<file path="src/rtl/cuppa_acq_ctrl_if.sv">
// Waveform-buffer write port and event-header handshake between the acquisition sequencer
// and readout.
interface cuppa_acq_ctrl_if;
  logic        wr_en;
  logic [23:0] wr_data;
  logic        wr_last;
  logic        evt_valid;
  logic        evt_ready;
  logic [1:0]  evt_src;
  logic [31:0] evt_ts;

  modport master (
    output wr_en, wr_data, wr_last, evt_valid, evt_src, evt_ts,
    input  evt_ready
  );

  modport slave (
    input  wr_en, wr_data, wr_last, evt_valid, evt_src, evt_ts,
    output evt_ready
  );
endinterface

</file>
<file path="src/rtl/cuppa_acq_ctrl.sv">
// Acquisition sequencer: pre-trigger delay line, capture window, event header and holdoff.
// Define CUPPA_ACQ_AUTO_REARM_EN for continuous acquisition; otherwise each event needs an arm.
module cuppa_acq_ctrl #(
    parameter int unsigned PRE_LEN = 8,
    parameter int unsigned LEN_W   = 10
) (
    input  logic                clk_i,
    input  logic                rst_ni,
    input  logic                arm_i,
    input  logic                disarm_i,
    input  logic                trig_i,
    input  logic [1:0]          trig_src_i,
    input  logic [11:0]         adc_stream_in_0_i,
    input  logic [11:0]         adc_stream_in_1_i,
    input  logic [LEN_W-1:0]    post_len_i,
    input  logic [15:0]         holdoff_len_i,
    cuppa_acq_ctrl_if.master    acq_if,
    output logic                busy_o,
    output logic [15:0]         trig_dropped_o
);

    // Shared down-counter for fill, capture window and holdoff.
    localparam int unsigned CntW = (LEN_W + 7 > 16) ? LEN_W + 7 : 16;

`ifdef CUPPA_ACQ_AUTO_REARM_EN
    localparam bit AutoRearm = 1'b1;
`else
    localparam bit AutoRearm = 1'b0;
`endif

    typedef enum logic [2:0] {
        StIdle,
        StFill,
        StArmed,
        StCapture,
        StEvt,
        StHoldoff
    } state_e;

    state_e            state_q;
    logic [CntW-1:0]   cnt_q;
    logic              pend_q;
    logic              busy_q;
    logic              wr_en_q;
    logic [23:0]       wr_data_q;
    logic              wr_last_q;
    logic              evt_valid_q;
    logic [1:0]        evt_src_q;
    logic [31:0]       evt_ts_q;
    logic [15:0]       drop_q;
    logic [31:0]       ts_q;
    logic [23:0]       dly_q [PRE_LEN+1];
    logic              trig_rej;

    assign trig_rej = state_q inside {StFill, StCapture, StEvt, StHoldoff};

    always_ff @(posedge clk_i) begin
        if (!rst_ni) begin
            for (int i = 0; i <= int'(PRE_LEN); i++) dly_q[i] <= '0;
        end else begin
            dly_q[0] <= {adc_stream_in_1_i, adc_stream_in_0_i};
            for (int i = 1; i <= int'(PRE_LEN); i++) dly_q[i] <= dly_q[i-1];
        end
    end

    always_ff @(posedge clk_i) begin
        if (!rst_ni) ts_q <= '0;
        else         ts_q <= ts_q + 32'd1;
    end

    always_ff @(posedge clk_i) begin
        if (!rst_ni) begin
            state_q     <= StIdle;
            cnt_q       <= '0;
            pend_q      <= 1'b0;
            busy_q      <= 1'b0;
            wr_en_q     <= 1'b0;
            wr_data_q   <= '0;
            wr_last_q   <= 1'b0;
            evt_valid_q <= 1'b0;
            evt_src_q   <= '0;
            evt_ts_q    <= '0;
            drop_q      <= '0;
        end else begin
            wr_en_q   <= 1'b0;
            wr_last_q <= 1'b0;
            if (trig_i && trig_rej && (drop_q != 16'hFFFF)) drop_q <= drop_q + 16'd1;

            unique case (state_q)
                StIdle: begin
                    if (arm_i && !disarm_i) begin
                        state_q <= StFill;
                        cnt_q   <= CntW'(PRE_LEN - 1);
                        busy_q  <= 1'b1;
                    end
                end
                StFill: begin
                    if (disarm_i) begin
                        state_q <= StIdle;
                        busy_q  <= 1'b0;
                    end else if (cnt_q == '0) begin
                        state_q <= StArmed;
                    end else begin
                        cnt_q <= cnt_q - CntW'(1);
                    end
                end
                StArmed: begin
                    if (disarm_i) begin
                        state_q <= StIdle;
                        busy_q  <= 1'b0;
                    end else if (trig_i) begin
                        state_q   <= StCapture;
                        cnt_q     <= CntW'(PRE_LEN) + CntW'(post_len_i) - CntW'(1);
                        evt_src_q <= trig_src_i;
                        evt_ts_q  <= ts_q;
                    end
                end
                StCapture: begin
                    wr_en_q   <= 1'b1;
                    wr_data_q <= dly_q[PRE_LEN];
                    if (disarm_i) pend_q <= 1'b1;
                    if (cnt_q == '0) begin
                        wr_last_q <= 1'b1;
                        state_q   <= StEvt;
                    end else begin
                        cnt_q <= cnt_q - CntW'(1);
                    end
                end
                StEvt: begin
                    evt_valid_q <= 1'b1;
                    if (disarm_i) pend_q <= 1'b1;
                    // evt_valid_q gates the handshake so an early ready is ignored.
                    if (evt_valid_q && acq_if.evt_ready) begin
                        evt_valid_q <= 1'b0;
                        if (pend_q || disarm_i || (holdoff_len_i == 16'd0 && !AutoRearm)) begin
                            state_q <= StIdle;
                            busy_q  <= 1'b0;
                            pend_q  <= 1'b0;
                        end else if (holdoff_len_i == 16'd0) begin
                            state_q <= StArmed;
                        end else begin
                            state_q <= StHoldoff;
                            cnt_q   <= CntW'(holdoff_len_i) - CntW'(1);
                        end
                    end
                end
                StHoldoff: begin
                    if (disarm_i) pend_q <= 1'b1;
                    if (cnt_q == '0) begin
                        if (pend_q || disarm_i || !AutoRearm) begin
                            state_q <= StIdle;
                            busy_q  <= 1'b0;
                            pend_q  <= 1'b0;
                        end else begin
                            state_q <= StArmed;
                        end
                    end else begin
                        cnt_q <= cnt_q - CntW'(1);
                    end
                end
                default: begin
                    state_q <= StIdle;
                    busy_q  <= 1'b0;
                end
            endcase
        end
    end

    assign acq_if.wr_en     = wr_en_q;
    assign acq_if.wr_data   = wr_data_q;
    assign acq_if.wr_last   = wr_last_q;
    assign acq_if.evt_valid = evt_valid_q;
    assign acq_if.evt_src   = evt_src_q;
    assign acq_if.evt_ts    = evt_ts_q;
    assign busy_o           = busy_q;
    assign trig_dropped_o   = drop_q;

endmodule

</file>
<file path="src/flat_wrapper.sv">
// flat-port wrapper written by rule: the top's interface ports become plain ports
module cuppa_acq_ctrl_flat 
#(
    parameter int unsigned PRE_LEN = 8,
    parameter int unsigned LEN_W   = 10
)
  (clk_i, rst_ni, arm_i, disarm_i, trig_i, trig_src_i, adc_stream_in_0_i, adc_stream_in_1_i, post_len_i, holdoff_len_i, busy_o, trig_dropped_o, acq_if_wr_en, acq_if_wr_data, acq_if_wr_last, acq_if_evt_valid, acq_if_evt_src, acq_if_evt_ts, acq_if_evt_ready);
  cuppa_acq_ctrl_if acq_if_i ();
  input  logic clk_i;
  input  logic rst_ni;
  input  logic arm_i;
  input  logic disarm_i;
  input  logic trig_i;
  input  logic [1:0] trig_src_i;
  input  logic [11:0] adc_stream_in_0_i;
  input  logic [11:0] adc_stream_in_1_i;
  input  logic [LEN_W-1:0] post_len_i;
  input  logic [15:0] holdoff_len_i;
  output logic busy_o;
  output logic [15:0] trig_dropped_o;
  output wire logic [$bits(acq_if_i.wr_en)-1:0] acq_if_wr_en;
  output wire logic [$bits(acq_if_i.wr_data)-1:0] acq_if_wr_data;
  output wire logic [$bits(acq_if_i.wr_last)-1:0] acq_if_wr_last;
  output wire logic [$bits(acq_if_i.evt_valid)-1:0] acq_if_evt_valid;
  output wire logic [$bits(acq_if_i.evt_src)-1:0] acq_if_evt_src;
  output wire logic [$bits(acq_if_i.evt_ts)-1:0] acq_if_evt_ts;
  input wire logic [$bits(acq_if_i.evt_ready)-1:0] acq_if_evt_ready;
  assign acq_if_wr_en = acq_if_i.wr_en;
  assign acq_if_wr_data = acq_if_i.wr_data;
  assign acq_if_wr_last = acq_if_i.wr_last;
  assign acq_if_evt_valid = acq_if_i.evt_valid;
  assign acq_if_evt_src = acq_if_i.evt_src;
  assign acq_if_evt_ts = acq_if_i.evt_ts;
  assign acq_if_i.evt_ready = acq_if_evt_ready;
  cuppa_acq_ctrl #(.PRE_LEN(PRE_LEN), .LEN_W(LEN_W)) u_core (.clk_i(clk_i), .rst_ni(rst_ni), .arm_i(arm_i), .disarm_i(disarm_i), .trig_i(trig_i), .trig_src_i(trig_src_i), .adc_stream_in_0_i(adc_stream_in_0_i), .adc_stream_in_1_i(adc_stream_in_1_i), .post_len_i(post_len_i), .holdoff_len_i(holdoff_len_i), .acq_if(acq_if_i), .busy_o(busy_o), .trig_dropped_o(trig_dropped_o));
endmodule
</file>
<file path="config.mk">
export PLATFORM = sky130hd
export DESIGN_NAME = cuppa_acq_ctrl_flat
export DESIGN_NICKNAME = d
export VERILOG_FILES = /design/src/rtl/cuppa_acq_ctrl_if.sv /design/src/rtl/cuppa_acq_ctrl.sv /design/src/flat_wrapper.sv
export SDC_FILE = /design/constraint.sdc
export NUM_CORES = 1
export LEC_CHECK = 0
export ABC_AREA = 1
export CAP_MARGIN = 5
export CORE_ASPECT_RATIO = 0.7
export CORE_MARGIN = 4
export CORE_UTILIZATION = 56
export DETAILED_ROUTE_END_ITERATION = 6
export GPL_ROUTABILITY_DRIVEN = 0
export PLACE_DENSITY = 0.81
export SETUP_SLACK_MARGIN = 0.4
export SYNTH_ARGS = -nofsm -noshare
export SYNTH_HDL_FRONTEND = slang
export SYNTH_SLANG_ARGS = --single-unit
</file>
<file path="constraint.sdc">
create_clock -name clk_i -period 2.3 [get_ports clk_i]
set_input_delay 0.345 -clock clk_i [delete_from_list [all_inputs] [get_ports clk_i]]
set_output_delay 0.345 -clock clk_i [all_outputs]
set_load 0.1 [all_outputs]
</file>
# Yosys cells after proc, flatten, opt, wreduce, memory -nomap -nowiden
# Memory sizes are Yosys's and may differ from the RTL's. A register that Yosys moved wholly into a read port is not among the register bits.
# Cells that the tools add are included.
# totals
n_memories,1
ram_bits,216
out_inout_bits,78
reg_bits,107
# classes
n_mux,45
n_eq_ne,19
reduce_logical,21
bitwise,11
n_addsub,6
# mem_list
memory,words,word_bits,read_ports,rd_ports_with_merged_regs,write_ports,line,rtl
u_core.dly_q,9,24,9,1,9,cuppa_acq_ctrl.sv:52,logic [23:0] dly_q [PRE_LEN+1];
# ops
operator,n
two-way mux 24 bit,9
two-way mux 17 bit,8
case mux 17 bit (5 select lines),1
subtractor 17 x 1 -> 17 bit (second input constant),2
adder 32 x 1 -> 32 bit (second input constant),1
two-way mux 3 bit,10
inequality test 2 bit (second input constant),9
case mux 3 bit (6 select lines),1
zero test 17 bit,1
subtractor 16 x 1 -> 17 bit (second input constant),1
adder 16 x 1 -> 16 bit (second input constant),1
zero test 16 bit,1
inequality test 16 bit (second input constant),1
two-way mux 1 bit,14
AND reduction 6 bit,2
adder 4 x 10 -> 11 bit (first input constant),1
OR 1 bit,9
AND reduction 8 bit,1
equality test 3 x 2 -> 1 bit (second input constant),2
equality test 3 bit (second input constant),2
inequality test 3 bit (second input constant),2
case mux 1 bit (5 select lines),1
nonzero test 5 bit,1
logical AND 1 bit,4
other kinds (12),17

# Longest topological paths before layout
# depth
depth_word,5
ltp_mapped,16
depth_no_buf,15

# Least setup slack after synthesis
# No wires, ideal clock.
# synth_path
path_type,flip-flop to flip-flop
from,register u_core.drop_q[1] (netlist: u_core.trig_dropped_o[1])
to,register u_core.drop_q[14] (netlist: u_core.trig_dropped_o[14])
path_stages_with_launch,10
required_ps,2184
path_slack_ps,-152
setup_time_ps,116
n_path_buf,0
arrival_ps,2336
cell_sequence,dfxtp_1 ha_1 inv_1 nor4_1 inv_1 nor2_1 nand2_1 nor3_1 a21oi_1 o21a_1
# synth_between
elab_chain_len,2
# synth_rtl
item,line,rtl
"start, declared",cuppa_acq_ctrl.sv:50,logic [15:0] drop_q;
"start signal, assigned",cuppa_acq_ctrl.sv:87,if (trig_i && trig_rej && (drop_q != 16'hFFFF)) drop_q <= drop_q + 16'd1;
branches (longest 2 deep; another with adder 16 x 1 -> 16 bit),n/a,
# Parallel ways; which one is timed is not known.
# A chain may end at the register's enable or synchronous reset.

# Worst setup path in the final report
# layout_path
from,register u_core.state_q[1]
to,register u_core.cnt_q[16]
# layout_between
elab_chain_len,4
# layout_rtl
item,line,rtl
"start, declared",cuppa_acq_ctrl.sv:40,state_e state_q;
"start signal, assigned",cuppa_acq_ctrl.sv:73,state_q <= StIdle;
"start signal, assigned",cuppa_acq_ctrl.sv:92,state_q <= StFill;
"start signal, assigned",cuppa_acq_ctrl.sv:99,state_q <= StIdle;
equality test 3 bit / equality test 3 x 2 -> 1 bit (equally long branches),cuppa_acq_ctrl.sv:89,unique case (state_q)
OR reduction 2 bit (no source line),n/a,
nonzero test 5 bit (no source line),n/a,
AND reduction 8 bit (no source line),n/a,
"end signal, assigned",cuppa_acq_ctrl.sv:93,cnt_q <= CntW'(PRE_LEN - 1);
"end signal, assigned",cuppa_acq_ctrl.sv:104,cnt_q <= cnt_q - CntW'(1);
"end signal, assigned",cuppa_acq_ctrl.sv:113,cnt_q <= CntW'(PRE_LEN) + CntW'(post_len_i) - CntW'(1);
"end, declared",cuppa_acq_ctrl.sv:41,logic [CntW-1:0] cnt_q;
# Several ways; a longest one is shown, not always the timed one.

==> results by group <==
Outcome
  – Status: finished clean

Timing
  – Fmax: 500 MHz
  – Minimum clock period: 2000 ps
  – Rel. slew slack: 0.562
  – Setup TNS: 0 ps
  – Final worst-path cycle share: 0.869
  – Fin. max-slew vios: 0
  – RSZ-0062 raised after global routing: true
  – Count of final setup violators: 0
  – Worst setup margin: 301 ps
  – Clk_skew: 11.8 ps
  – Worst-Margin Slew: 657 ps
  – Final Hold Viols: 0

Routing
  – Routed Antenna Nets: 0
  – Initial DRT Pass Iterations: 5
  – Drt drc: 0
  – Vias: 10200
  – DRT Wirelength: 27.4 mm
  – Routed len/inst: 13.1 um
  – Vias/cell: 4.88
  – 1st-iter DRT viols: 936

Synth
  – Synth cell types: 42
  – Ys Warns: 0
  – Synth Area in Adders: 0.00603
  – Net count after synthesis: 1681
  – Compound-cell area share of the yosys netlist: 0.0780
  – Post-synth EDFFs: 0
  – Post-synthesis mux area share: 0
  – Ranking of synthesized cells by area: dfxtp_1 56%, nand2_1 12%, inv_1 9.4%, nor2_1 4.6%, o21ai_0 3.2%
  – Share of Yosys cell area claimed by the top area cell type: 0.558
  – Most frequent cell after synthesis: nand2_1
  – Fraction of registers with async set or reset after synthesis: 0
  – Synth top cells by count: 393 x nand2_1, 347 x dfxtp_1, 312 x inv_1
  – Synth Area in Simple Gates: 0.235
  – Synth Flop Type: dfxtp_1
  – Main combinational cell family by area after synthesis: simple AND/OR/NAND/NOR gates
  – Syn_area_per_cell: 7.70 um2
  – Post-Synth XOR/XNOR Area: 0.00774
  – Yosys reg bits: 347
  – Part of the Yosys area used for sequential elements: 0.558
  – Post-Synthesis Cell Area: 12500 um2
  – Post-synth top area cell: dfxtp_1
  – Gate count after technology mapping: 1617

Pwr
  – Power density over the cells: 920 nW/um2
  – Lkg Pwr: 8.24 nW
  – Max VDD drop: 0.593 mV

Critical path
  – Worst Setup Path Type: flop to flop
  – Critical Path AT: 2480 ps
  – Reg2reg end: u_core.cnt_q[16]$_SDFFE_PN0P_
  – Critical Path RT: 2780 ps
  – Worst r2r src: u_core.state_q[1]$_SDFFE_PN0P_
  – Crit end category: flop
  – Critical Path Start Type: flop
  – FF-to-FF setup slack: 300 ps
  – Worst-path maximum fanout: 8
  – Cells on worst reg2reg path: 12

Finish
  – Fin area: 15900 um2
  – Fill count: 1570
  – Layout area overhead: 27.5%
  – Layout cell share with drive strength beyond 1: 0.182
  – Nets: 1848
  – Ant. Diodes: 0
  – Fin cells: 2088
  – Finished Core Util: 0.728

Global routing
  – Overall Global Routing Usage: 0.202
  – Initial antenna violation count: 0
  – Largest net degree at the start of global routing: 170
  – Vias in the first global route: 8839
  – First-pass GRT wire length: 42.5 mm
  – GR Overflow Total: 0

Die
  – Die Y: 133 um
  – I/O pins: 136
  – # rows: 45
  – Die width: 186 um
  – Initial core utilization: 0.571
  – Die area: 24700 um2
  – Core ar.: 21800 um2

Clock tree
  – Clock latency on the worst-skew pair: 540 ps
  – CTS Sinks: 347
  – Hold_buf cts: 0
  – Max Root-Sink Buffers: 3
  – Clk pin slew, worst setup/hold paths: 70 ps
  – CTS tree: yes
  – TritonCTS buffer count: 30
  – # H-tree levels: 1
  – Clk root buf: clkbuf_16

Place
  – Placement Setup Slack: -167 ps
  – Inst Count DP: 2000
  – Post-DP HPWL: 17.3 mm
  – Port buffer count: 135
  – Post-Place Cell Area: 14000 um2

Min path
  – WHS Path Cells: 3
  – Hold Path Sink: u_core.trig_dropped_o[11]$_SDFFE_PN0P_
  – HP Class: primary input to flop
  – HP Start: rst_ni

Flow run
  – MaxCap Viol Count: 0
-- cells by family (layout without fill, tap and decap cells) --
| logic type | Yosys count | after routing |
|---|---|---|
| adders and majority gates | 6 | 6 |
| xor gates and xnor gates | 11 | 11 |
| and+or+nand+nor | 695 | 695 |
| AOI/OAI and AO/OA | 182 | 182 |
| buffers and inverters | 376 | 565 |
| DFF | 347 | 347 |
-- layout make-up --
cell class / instances / area (um2) / area share
well taps: 282 / 353 / 0.0222
repair buffers: 191 / 1690 / 0.107
flip-flops and latches: 347 / 6990 / 0.441
inverters: 319 / 1210 / 0.0764
multi-input cells: 894 / 4570 / 0.288
clock inverters: 8 / 121 / 0.00765
clock buffers: 46 / 923 / 0.0582
repair inverters: 1 / 6.26 / 0.000394
-- metal layers --
layer | up-vias | global-route usage | wire length [um]
met3 | 58 | 0.0322 | 2450
met1 | 4439 | 0.319 | 12900
met2 | 446 | 0.291 | 11600
met4 | 0 | 0.0425 | 505
li1 | 5256 | - | -
met5 | - | 0 | 0
-- registers in the layout, summed over array words and instances, names as in the netlist --
register and count:
u_core.acq_if.wr_data 24, u_core.state_q 3, u_core.ts_q 32, u_core.acq_if.evt_src 2
u_core.acq_if.evt_valid 1, u_core.acq_if.wr_last 1, u_core.busy_o 1, u_core.acq_if.wr_en 1
u_core.dly_q 216, u_core.trig_dropped_o 16, u_core.cnt_q 17, u_core.pend_q 1
u_core.acq_if.evt_ts 32
-- stage by stage --
step	total power [W]	hold slack [ps]
after floorplan	0.00819	390
after global placement	0.00878	396
after detailed placement	0.00884	395
after CTS	0.0142	88.1
after global routing	0.0152	106
final	0.0146	118
-- worst max-delay path, stage by stage (launching register included) --
cell     delay (ps)
dfxtp_4         370
nor2_4          180
nand2_4         130
buf_12          170
buf_8           130
buf_4           150
o22ai_2         200
inv_1           110
nand4_1         110
nor2_1           70
nand3_1         110
nand3_2          90
a21oi_2         120
-- worst max path at each step --
stage	startpoint	end	slack [ps]	cells past startpoint
after floorplan	u_core.state_q[1]$_SDFFE_PN0P_	u_core.cnt_q[8]$_SDFFE_PN0P_	320	15
after global placement	post_len_i[4]	u_core.cnt_q[15]$_SDFFE_PN0P_	-40	12
after detailed placement	post_len_i[4]	u_core.cnt_q[15]$_SDFFE_PN0P_	-170	14
after CTS	u_core.ts_q[0]$_SDFF_PN0_	u_core.ts_q[24]$_SDFF_PN0_	360	11
after global routing	u_core.state_q[1]$_SDFFE_PN0P_	u_core.cnt_q[15]$_SDFFE_PN0P_	180	14
final	u_core.state_q[1]$_SDFFE_PN0P_	u_core.cnt_q[16]$_SDFFE_PN0P_	300	12
-- report_power, final --
group	total (W)	internal (W)	switching (W)
combinational	0.00310	0.00103	0.00207
clock	0.00516	0.00309	0.00207
sequential	0.00635	0.00622	0.000130
-- cell usage in the layout, fill, tap and decap left out, drive strengths merged --
cell type,Yosys,layout
a21boi,1,1
a31oi,3,3
a211oi,1,1
o21bai,1,1
nor3,27,27
nand3b,2,2
o31a,1,1
o22ai,5,5
nand2,400,400
inv,319,321
a21oi,77,77
clkinv,0,2
buf,8,134
nand3,63,63
clkinvlp,0,2
bufinv,0,3
o31ai,1,1
nand4,23,23
or2,3,3
xnor2,4,4
nor4,10,10
nor3b,2,2
o21ai,84,84
dfxtp,347,347
nor4b,1,1
nor2,163,163
clkdlybuf4s50,0,56
o41ai,1,1
o21a,7,7
ha,6,6
clkbuf,49,47
xor2,7,7
and3,1,1
-- repair_timing --
item	in CTS	in global routing
setup endpoints to repair	31	41
setup buffers	20	13
resized for setup	35	118
pin swaps	15	46
gates cloned	0	1
Note: power is estimated with default switching activity, not from simulation.
